## config.mk

```make
export PLATFORM = sky130hd
export DESIGN_NAME = ex_muldiv_sequencer
export DESIGN_NICKNAME = d
export VERILOG_FILES = /design/src/rtl/rv32i_types.sv /design/src/rtl/ex_muldiv_sequencer_datapath.sv /design/src/rtl/ex_muldiv_sequencer.sv
export SDC_FILE = /design/constraint.sdc
export NUM_CORES = 1
export LEC_CHECK = 0
export BUFFER_PORTS_ARGS = -buffer_cell sky130_fd_sc_hd__clkbuf_2
export CORE_UTILIZATION = 65
export CTS_BUF_LIST = sky130_fd_sc_hd__clkbuf_2 sky130_fd_sc_hd__clkbuf_4 sky130_fd_sc_hd__clkbuf_8
export CTS_CLUSTER_SIZE = 14
export DETAILED_ROUTE_END_ITERATION = 10
export MAX_ROUTING_LAYER = met4
export PLACE_DENSITY = 0.85
export SLEW_MARGIN = 10
export SYNTH_ARGS = -nofsm -noshare
export SYNTH_HDL_FRONTEND = slang
export SYNTH_SLANG_ARGS = --single-unit
```

## constraint.sdc

```tcl
create_clock -name clk -period 15 [get_ports clk]
set_clock_uncertainty 0.15 [all_clocks]
set_input_delay 2.25 -clock clk [delete_from_list [all_inputs] [get_ports clk]]
set_output_delay 2.25 -clock clk [all_outputs]
set_load 0.01 [all_outputs]
```

## src/rtl/rv32i_types.sv

```systemverilog
// Shared RV32 type definitions used by the EX-stage M-extension unit.
//   muldiv_funct3_t : funct3 encodings of the eight RV32M operations
//   MULDIV_FUNCT7   : funct7 value that marks an OP-class instruction as RV32M
package rv32i_types;

    localparam logic [6:0] MULDIV_FUNCT7 = 7'b0000001;

    typedef enum logic [2:0] {
        F3_MUL    = 3'b000,
        F3_MULH   = 3'b001,
        F3_MULHSU = 3'b010,
        F3_MULHU  = 3'b011,
        F3_DIV    = 3'b100,
        F3_DIVU   = 3'b101,
        F3_REM    = 3'b110,
        F3_REMU   = 3'b111
    } muldiv_funct3_t;

endpackage

```

## src/rtl/ex_muldiv_sequencer_datapath.sv

```systemverilog
// Radix-2 multiply/divide datapath: shift registers for the running
// product / partial remainder + quotient, one iteration per step pulse,
// and sign fixup of the final value into the result register on finish.
// Ports:
//   clk, rst          clock, asynchronous active-low reset
//   load              capture operand magnitudes, clear the accumulator
//   step              perform one iteration
//   finish            with step: fixup the post-iteration value into result
//   special           load special_value straight into result
//   is_div            iterate as restoring divide (else shift-add multiply)
//   sel_hi            multiply: return the upper half of the product
//   sel_rem           divide: return the remainder (else the quotient)
//   negate            two's-complement the selected value
//   mag_a, mag_b      operand magnitudes (multiplier/dividend, multiplicand/divisor)
//   special_value     precomputed result for the divide corner cases
//   result            final product/quotient/remainder
module muldiv_datapath #(
    parameter int XLEN = 32
) (
    input  logic            clk,
    input  logic            rst,
    input  logic            load,
    input  logic            step,
    input  logic            finish,
    input  logic            special,
    input  logic            is_div,
    input  logic            sel_hi,
    input  logic            sel_rem,
    input  logic            negate,
    input  logic [XLEN-1:0] mag_a,
    input  logic [XLEN-1:0] mag_b,
    input  logic [XLEN-1:0] special_value,
    output logic [XLEN-1:0] result
);

    // hi: product upper half / partial remainder; lo: multiplier bits / quotient bits
    logic [XLEN-1:0]   opnd, hi, lo;
    logic [XLEN-1:0]   hi_nxt, lo_nxt, addend;
    logic [XLEN:0]     sum, trial;
    logic [2*XLEN-1:0] prod, prod_fix;
    logic [XLEN-1:0]   div_raw, div_fix, fixed;

    assign addend = lo[0] ? opnd : '0;
    assign sum    = {1'b0, hi} + {1'b0, addend};
    // Shift in the next dividend bit and try subtracting the divisor; the
    // top bit of the XLEN+1 wide difference is the borrow.
    assign trial  = {hi, lo[XLEN-1]} - {1'b0, opnd};

    // NOTE: every output of a combinational block gets a default first, so
    // no path leaves it unassigned and no latch is inferred.
    always_comb begin
        hi_nxt = hi;
        lo_nxt = lo;
        if (is_div) begin
            if (!trial[XLEN]) begin
                hi_nxt = trial[XLEN-1:0];
                lo_nxt = {lo[XLEN-2:0], 1'b1};
            end else begin
                hi_nxt = {hi[XLEN-2:0], lo[XLEN-1]};
                lo_nxt = {lo[XLEN-2:0], 1'b0};
            end
        end else begin
            {hi_nxt, lo_nxt} = {sum, lo[XLEN-1:1]};
        end
    end

    // Fixup acts on the value after the final iteration, so the last step
    // and the result write share one clock edge.
    assign prod     = {hi_nxt, lo_nxt};
    assign prod_fix = negate ? -prod : prod;
    assign div_raw  = sel_rem ? hi_nxt : lo_nxt;
    assign div_fix  = negate ? -div_raw : div_raw;
    assign fixed    = is_div ? div_fix
                    : (sel_hi ? prod_fix[2*XLEN-1:XLEN] : prod_fix[XLEN-1:0]);

    // NOTE: the working registers are reset even though load overwrites
    // them, so the unit never carries X into result after reset.
    always_ff @(posedge clk or negedge rst) begin
        if (!rst) begin
            opnd   <= '0;
            hi     <= '0;
            lo     <= '0;
            result <= '0;
        end else begin
            if (load) begin
                opnd <= mag_b;
                lo   <= mag_a;
                hi   <= '0;
            end else if (step) begin
                hi <= hi_nxt;
                lo <= lo_nxt;
            end

            if (special) begin
                result <= special_value;
            end else if (finish) begin
                result <= fixed;
            end
        end
    end

endmodule

```

## src/rtl/ex_muldiv_sequencer.sv

```systemverilog
// Iterative RV32M multiply/divide unit beside the EX-stage ALU. Accepts one
// M-op, stalls EX while iterating (one bit per cycle), then presents the
// result with result_valid until the EX/MEM register takes it.
// Ports:
//   clk, rst       clock, asynchronous active-low reset
//   start_i        EX holds a valid M-op
//   funct3_i       muldiv_funct3_t operation select
//   op_a_i, op_b_i forwarded rs1 / rs2 values
//   flush_i        kill the in-flight op (wins over start_i and ack_i)
//   ack_i          EX/MEM register loads this cycle
//   stall_o        hold IF/ID/EX (combinational)
//   result_valid   result_o holds the final value
//   result_o       product / quotient / remainder
module ex_muldiv_sequencer
    import rv32i_types::*;
#(
    parameter int XLEN  = 32,
    parameter int CNT_W = 6
) (
    input  logic            clk,
    input  logic            rst,
    input  logic            start_i,
    input  logic [2:0]      funct3_i,
    input  logic [XLEN-1:0] op_a_i,
    input  logic [XLEN-1:0] op_b_i,
    input  logic            flush_i,
    input  logic            ack_i,
    output logic            stall_o,
    output logic            result_valid,
    output logic [XLEN-1:0] result_o
);

    localparam logic [1:0] IDLE = 2'd0;
    localparam logic [1:0] CALC = 2'd1;
    localparam logic [1:0] DONE = 2'd2;

    localparam logic [XLEN-1:0]  MIN_NEG  = {1'b1, {(XLEN-1){1'b0}}};
    localparam logic [CNT_W-1:0] LAST_CNT = CNT_W'(XLEN - 1);

    logic [1:0]       state;
    logic [CNT_W-1:0] counter;
    muldiv_funct3_t   f3_in, f3_q;
    logic             neg_a_q, neg_b_q;
    logic             signed_a, signed_b, neg_a, neg_b;
    logic             accept, special, step, finish;
    logic [XLEN-1:0]  mag_a, mag_b, special_value;

    assign f3_in    = muldiv_funct3_t'(funct3_i);
    assign signed_a = !(f3_in inside {F3_MULHU, F3_DIVU, F3_REMU});
    assign signed_b = f3_in inside {F3_MUL, F3_MULH, F3_DIV, F3_REM};
    assign neg_a    = signed_a && op_a_i[XLEN-1];
    assign neg_b    = signed_b && op_b_i[XLEN-1];
    assign mag_a    = neg_a ? -op_a_i : op_a_i;
    assign mag_b    = neg_b ? -op_b_i : op_b_i;

    // Divide by zero and signed overflow bypass iteration entirely.
    assign special = funct3_i[2]
                   && ((op_b_i == '0)
                       || (!funct3_i[0] && op_a_i == MIN_NEG && op_b_i == '1));
    // funct3[1] separates rem* from div* within the divide group.
    assign special_value = (op_b_i == '0) ? (funct3_i[1] ? op_a_i : '1)
                                          : (funct3_i[1] ? '0 : MIN_NEG);

    // rst is included so stall_o is held low while reset is asserted.
    assign accept       = rst && (state == IDLE) && start_i && !flush_i;
    assign step         = (state == CALC) && !flush_i;
    assign finish       = step && (counter == LAST_CNT);
    assign stall_o      = accept || (state == CALC);
    assign result_valid = (state == DONE);

    // NOTE: sequential state uses non-blocking assignments so every register
    // samples pre-edge values regardless of statement order.
    always_ff @(posedge clk or negedge rst) begin
        if (!rst) begin
            state   <= IDLE;
            counter <= '0;
            f3_q    <= F3_MUL;
            neg_a_q <= 1'b0;
            neg_b_q <= 1'b0;
        end else if (flush_i) begin
            state   <= IDLE;
            counter <= '0;
        end else begin
            case (state)
                IDLE: begin
                    if (accept) begin
                        f3_q    <= f3_in;
                        neg_a_q <= neg_a;
                        neg_b_q <= neg_b;
                        counter <= '0;
                        state   <= special ? DONE : CALC;
                    end
                end
                CALC: begin
                    counter <= counter + CNT_W'(1);
                    if (counter == LAST_CNT) begin
                        state <= DONE;
                    end
                end
                DONE: begin
                    // start_i here is the same instruction still sitting in EX.
                    if (ack_i) begin
                        state <= IDLE;
                    end
                end
                default: state <= IDLE;
            endcase
        end
    end

    muldiv_datapath #(
        .XLEN (XLEN)
    ) u_datapath (
        .clk           (clk),
        .rst           (rst),
        .load          (accept),
        .step          (step),
        .finish        (finish),
        .special       (accept && special),
        .is_div        (f3_q[2]),
        .sel_hi        (f3_q != F3_MUL),
        .sel_rem       (f3_q[1]),
        // Remainder follows the dividend sign; everything else the sign product.
        .negate        ((f3_q[2] && f3_q[1]) ? neg_a_q : (neg_a_q ^ neg_b_q)),
        .mag_a         (mag_a),
        .mag_b         (mag_b),
        .special_value (special_value),
        .result        (result_o)
    );

endmodule
```

==> impl_metrics.toml <==
[route]
wl_met1_mm = 25.7
highest-signal-layer = "met4"
antenna_left = 0
drt-initial-drc-count = 3946
dr.pass1.iters = 9
drc_errors = 0
dr_wl_met3_mm = 10.4
vias = 19600
wl_per_cell_um = 26.3
dr_wl_met2_mm = 28.2
avgViaCountPerCell = 7.49
drt-total-wl_mm = 68.9

[logic_synthesis]
synth.net_count = 2414
synth_commonest_cells = "nand2_1, o21ai_0, nor2_1"
ys.warnings.count = 0
yosysMostFrequentCell = "nand2_1"
synthAdderAreaFrac_pct = 5.44
synth_top_area_cell = "dfrtp_1"
yosysUniqueCellTypes = 101
synthMuxAreaShare_pct = 3.59
synth_async_sr_flop_share_pct = 100
synth_top_family_by_area = "compound AO/OA/AOI/OAI gates"
synth_compound_area_share_pct = 31.1
seq_area_frac_synth_pct = 21.0
synth-simple-area-share_pct = 24.7
synth_edf_count = 0
synth_top_area_share_pct = 21.0
ys_top_cells_by_area = "dfrtp_1, o21ai_0, ha_1, nand2_1, xnor2_1"
synth_xor_area_share_pct = 9.26
syn_area_per_cell_um2 = 7.42
synthCells = 2270
ys_ff_latch = 141
ys.flop_type = "dfrtp_1"
netlist_area_um2 = 16800

[timing]
setup_violations = 0
holdWs_ns = 0.358
relSlewSlack_pct = 21.6
final.min_clock_period_ns = 7.53
tns_ns = 0
hold_viol = 0
post-route-period-util_pct = 50.2
rsz0062_at_grt = "no"
clock.fmax_mhz = 133
worstMarginPinSlew_ns = 1.18
slew_viol_final = 0
finalWorstSetupSlack_ns = 7.47

[power_and_ir_drop]
p_leak_uw = 0.00735
pwr_density_cell_nw_per_um2 = 205
internal-power_uw = 1480
power_uw = 3650
p_switching_uw = 2170
seqPwrFrac_pct = 17.3
p_clk_share_pct = 8.6
ir_worst_vdd_mv = 0.134
power_frac_comb_pct = 74.1
netSwitchingFraction_pct = 59.3

[critical_path]
cp_slowest_cell = "nor4b_2"
crit_arrival_ns = 7.77
start_kind = "register"
crit_chain = "inv_1 -> ha_1 -> fa_1 -> nand2b_1 -> a21o_1 -> a2111oi_4 -> o31a_1 -> nor3_4 -> nor2_1 -> a21oi_1 -> ha_1 -> nor3b_1 -> o211ai_1 -> or3_1 -> or2_1 -> or3_1 -> nor2_1 -> o2111ai_1 -> nor4b_2 -> nand2_1 -> o311ai_1 -> o41ai_1 -> a211o_1 -> o22a_1"
cp.required_ns = 15.24
crit_buf_inv = 1
critPathMaxFanout = 19
critPathTopFamily = "simple AND/OR/NAND/NOR gates"
worst_setup_path_end_kind = "register"
path_class = "register to register"
cp_slowest_stage_delay_ns = 0.83

[global_route]
grt_use_total_pct = 52.8
grt_pass1_vias = 17700
grt_pass1_wl_mm = 103
grt_max_degree = 109
antenna_found_initial = 2
overflow = 0

[die]
die_x_um = 163
dieArea_um2 = 26600
core_area_um2 = 25300
rows = 58
io_pins = 106
fp.dieH_um = 163
initial_core_util_pct = 66.5

[final_layout]
area_delta_synth_final_pct = 5.66
layout-drive-gt1-share_pct = 10.8
nFillCells = 2154
stdcell_area_um2 = 17800
fin_nets = 2419

[status]
outcome = "completed"

[flow_run]
maxCapViolations = 0

[placed_design]
place_hpwl_mm = 51.8
placed_cell_area_um2 = 17400
dpl_worst_slack_ns = 7.93
portBuffers = 105
globalplace.congestion = 1.10

[cts]
clk_pin_slew_worst_paths_ns = 0.10
clk_path_buf_depth = 2
htree_levels = 4
ctsHoldBuffers = 0
cts_resized = 0
cts_sinks = 141
insertion_delay_ns = 0.50
clockRootBuffer = "clkbuf_8"
cts_setup_buffers = 0
cts_made_buffers = 17
cts_tree = "built"

[min_path]
hp-class = "register to register"
## cell families after synthesis
kind of cell / Yosys count
XOR/XNOR: 178
AND/OR/NAND/NOR: 830
adder cells (fa/ha/maj): 72
buffers and inverters: 204
multiplexers: 58
AO/OA/AOI/OAI: 787
flip-flops: 141
## sequential cells by signal, summed over array words and instances, names as in the netlist
signal             count
counter                6
u_datapath.result     32
neg_b_q                1
u_datapath.lo         32
u_datapath.opnd       32
neg_a_q                1
f3_q                   3
u_datapath.hi         32
state                  2
## cell usage in the layout, fill, tap and decap left out, drive strengths merged, types with 13 or more instances in the layout
cell type | Yosys | final
o221ai | 23 | 23
o21a | 22 | 22
clkbuf | 100 | 122
xnor2 | 97 | 97
nor4 | 23 | 23
o31ai | 25 | 25
o21ai | 232 | 232
nand2b | 17 | 17
a211oi | 28 | 28
nand2 | 228 | 228
o211ai | 38 | 38
a21oi | 167 | 167
inv | 57 | 62
dfrtp | 141 | 141
a21o | 33 | 33
a22oi | 17 | 17
xor2 | 81 | 81
nand4 | 37 | 37
a31oi | 42 | 42
a221oi | 13 | 13
nor2b | 20 | 20
ha | 70 | 70
nand3 | 86 | 86
mux2 | 19 | 19
or4 | 14 | 14
or3 | 33 | 33
nor2 | 174 | 174
and2 | 49 | 49
or2 | 16 | 16
buf | 46 | 28
mux2i | 39 | 39
and3 | 19 | 19
nor3 | 73 | 73
## power by group through the flow
stage / registers, uW / logic (uW) / clock network, uW
finish: 633 / 2710 / 313
global route: 636 / 2830 / 319
CTS: 617 / 2560 / 305
detailed placement: 624 / 2550 / 0
global placement: 617 / 2510 / 0
floorplan: 541 / 1880 / 0
## cell type report
class | count | area (um^2) | share of cell area, %
multi-input combinational | 1925 | 12500 | 70.4
clock inverter | 14 | 109 | 0.612
antenna | 2 | 5.00 | 0.0281
tap | 330 | 413 | 2.32
sequential | 141 | 3530 | 19.9
clock buffer | 18 | 248 | 1.39
inverter | 58 | 218 | 1.22
timing repair buffer | 132 | 734 | 4.13
## through the flow
stage / std cells / utilization, %
final: 2620 / 70.2
after global routing: 2620 / 70.2
after floorplan: 2270 / -
after detailed placement: 2586 / 68.8
after global placement: 2586 / 68.8
after CTS: 2618 / 70.2
## routing by layer
layer / global-route usage, % / vias to the layer above
met1: 67.4 / 9094
met4: 28.6 / 0
met5: - / -
met2: 73.7 / 1632
met3: 16.8 / 399
li1: - / 8497
## path summary, 6_finish.rpt
path | startpoint | endpoint | slack (ns) | cells after the start
hold / removal | u_datapath.opnd[15]$_DFFE_PN0P_ | u_datapath.opnd[15]$_DFFE_PN0P_ | 0.36 | 2
setup / recovery | u_datapath.lo[31]$_DFFE_PN0P_ | u_datapath.result[24]$_DFFE_PN0P_ | 7.47 | 24
max in group asynchronous | rst | f3_q[2]$_DFFE_PN0P_ | 11.45 | 2
hold reg to reg | u_datapath.opnd[15]$_DFFE_PN0P_ | u_datapath.opnd[15]$_DFFE_PN0P_ | 0.36 | 2
min in group asynchronous | rst | u_datapath.hi[11]$_DFFE_PN0P_ | 1.66 | 1
setup reg to reg | u_datapath.lo[31]$_DFFE_PN0P_ | u_datapath.result[24]$_DFFE_PN0P_ | 7.47 | 24
## worst register-to-register path: stages, from the launching register on
cell	delay, ns
dfrtp_1	0.48
inv_1	0.11
ha_1	0.21
fa_1	0.23
nand2b_1	0.17
a21o_1	0.22
a2111oi_4	0.13
o31a_1	0.46
nor3_4	0.75
nor2_1	0.16
a21oi_1	0.24
ha_1	0.23
nor3b_1	0.29
o211ai_1	0.18
or3_1	0.44
or2_1	0.24
or3_1	0.41
nor2_1	0.17
o2111ai_1	0.18
nor4b_2	0.83
nand2_1	0.27
o311ai_1	0.29
o41ai_1	0.13
a211o_1	0.33
o22a_1	0.15
No activity file was read; power rests on OpenSTA's default activity.
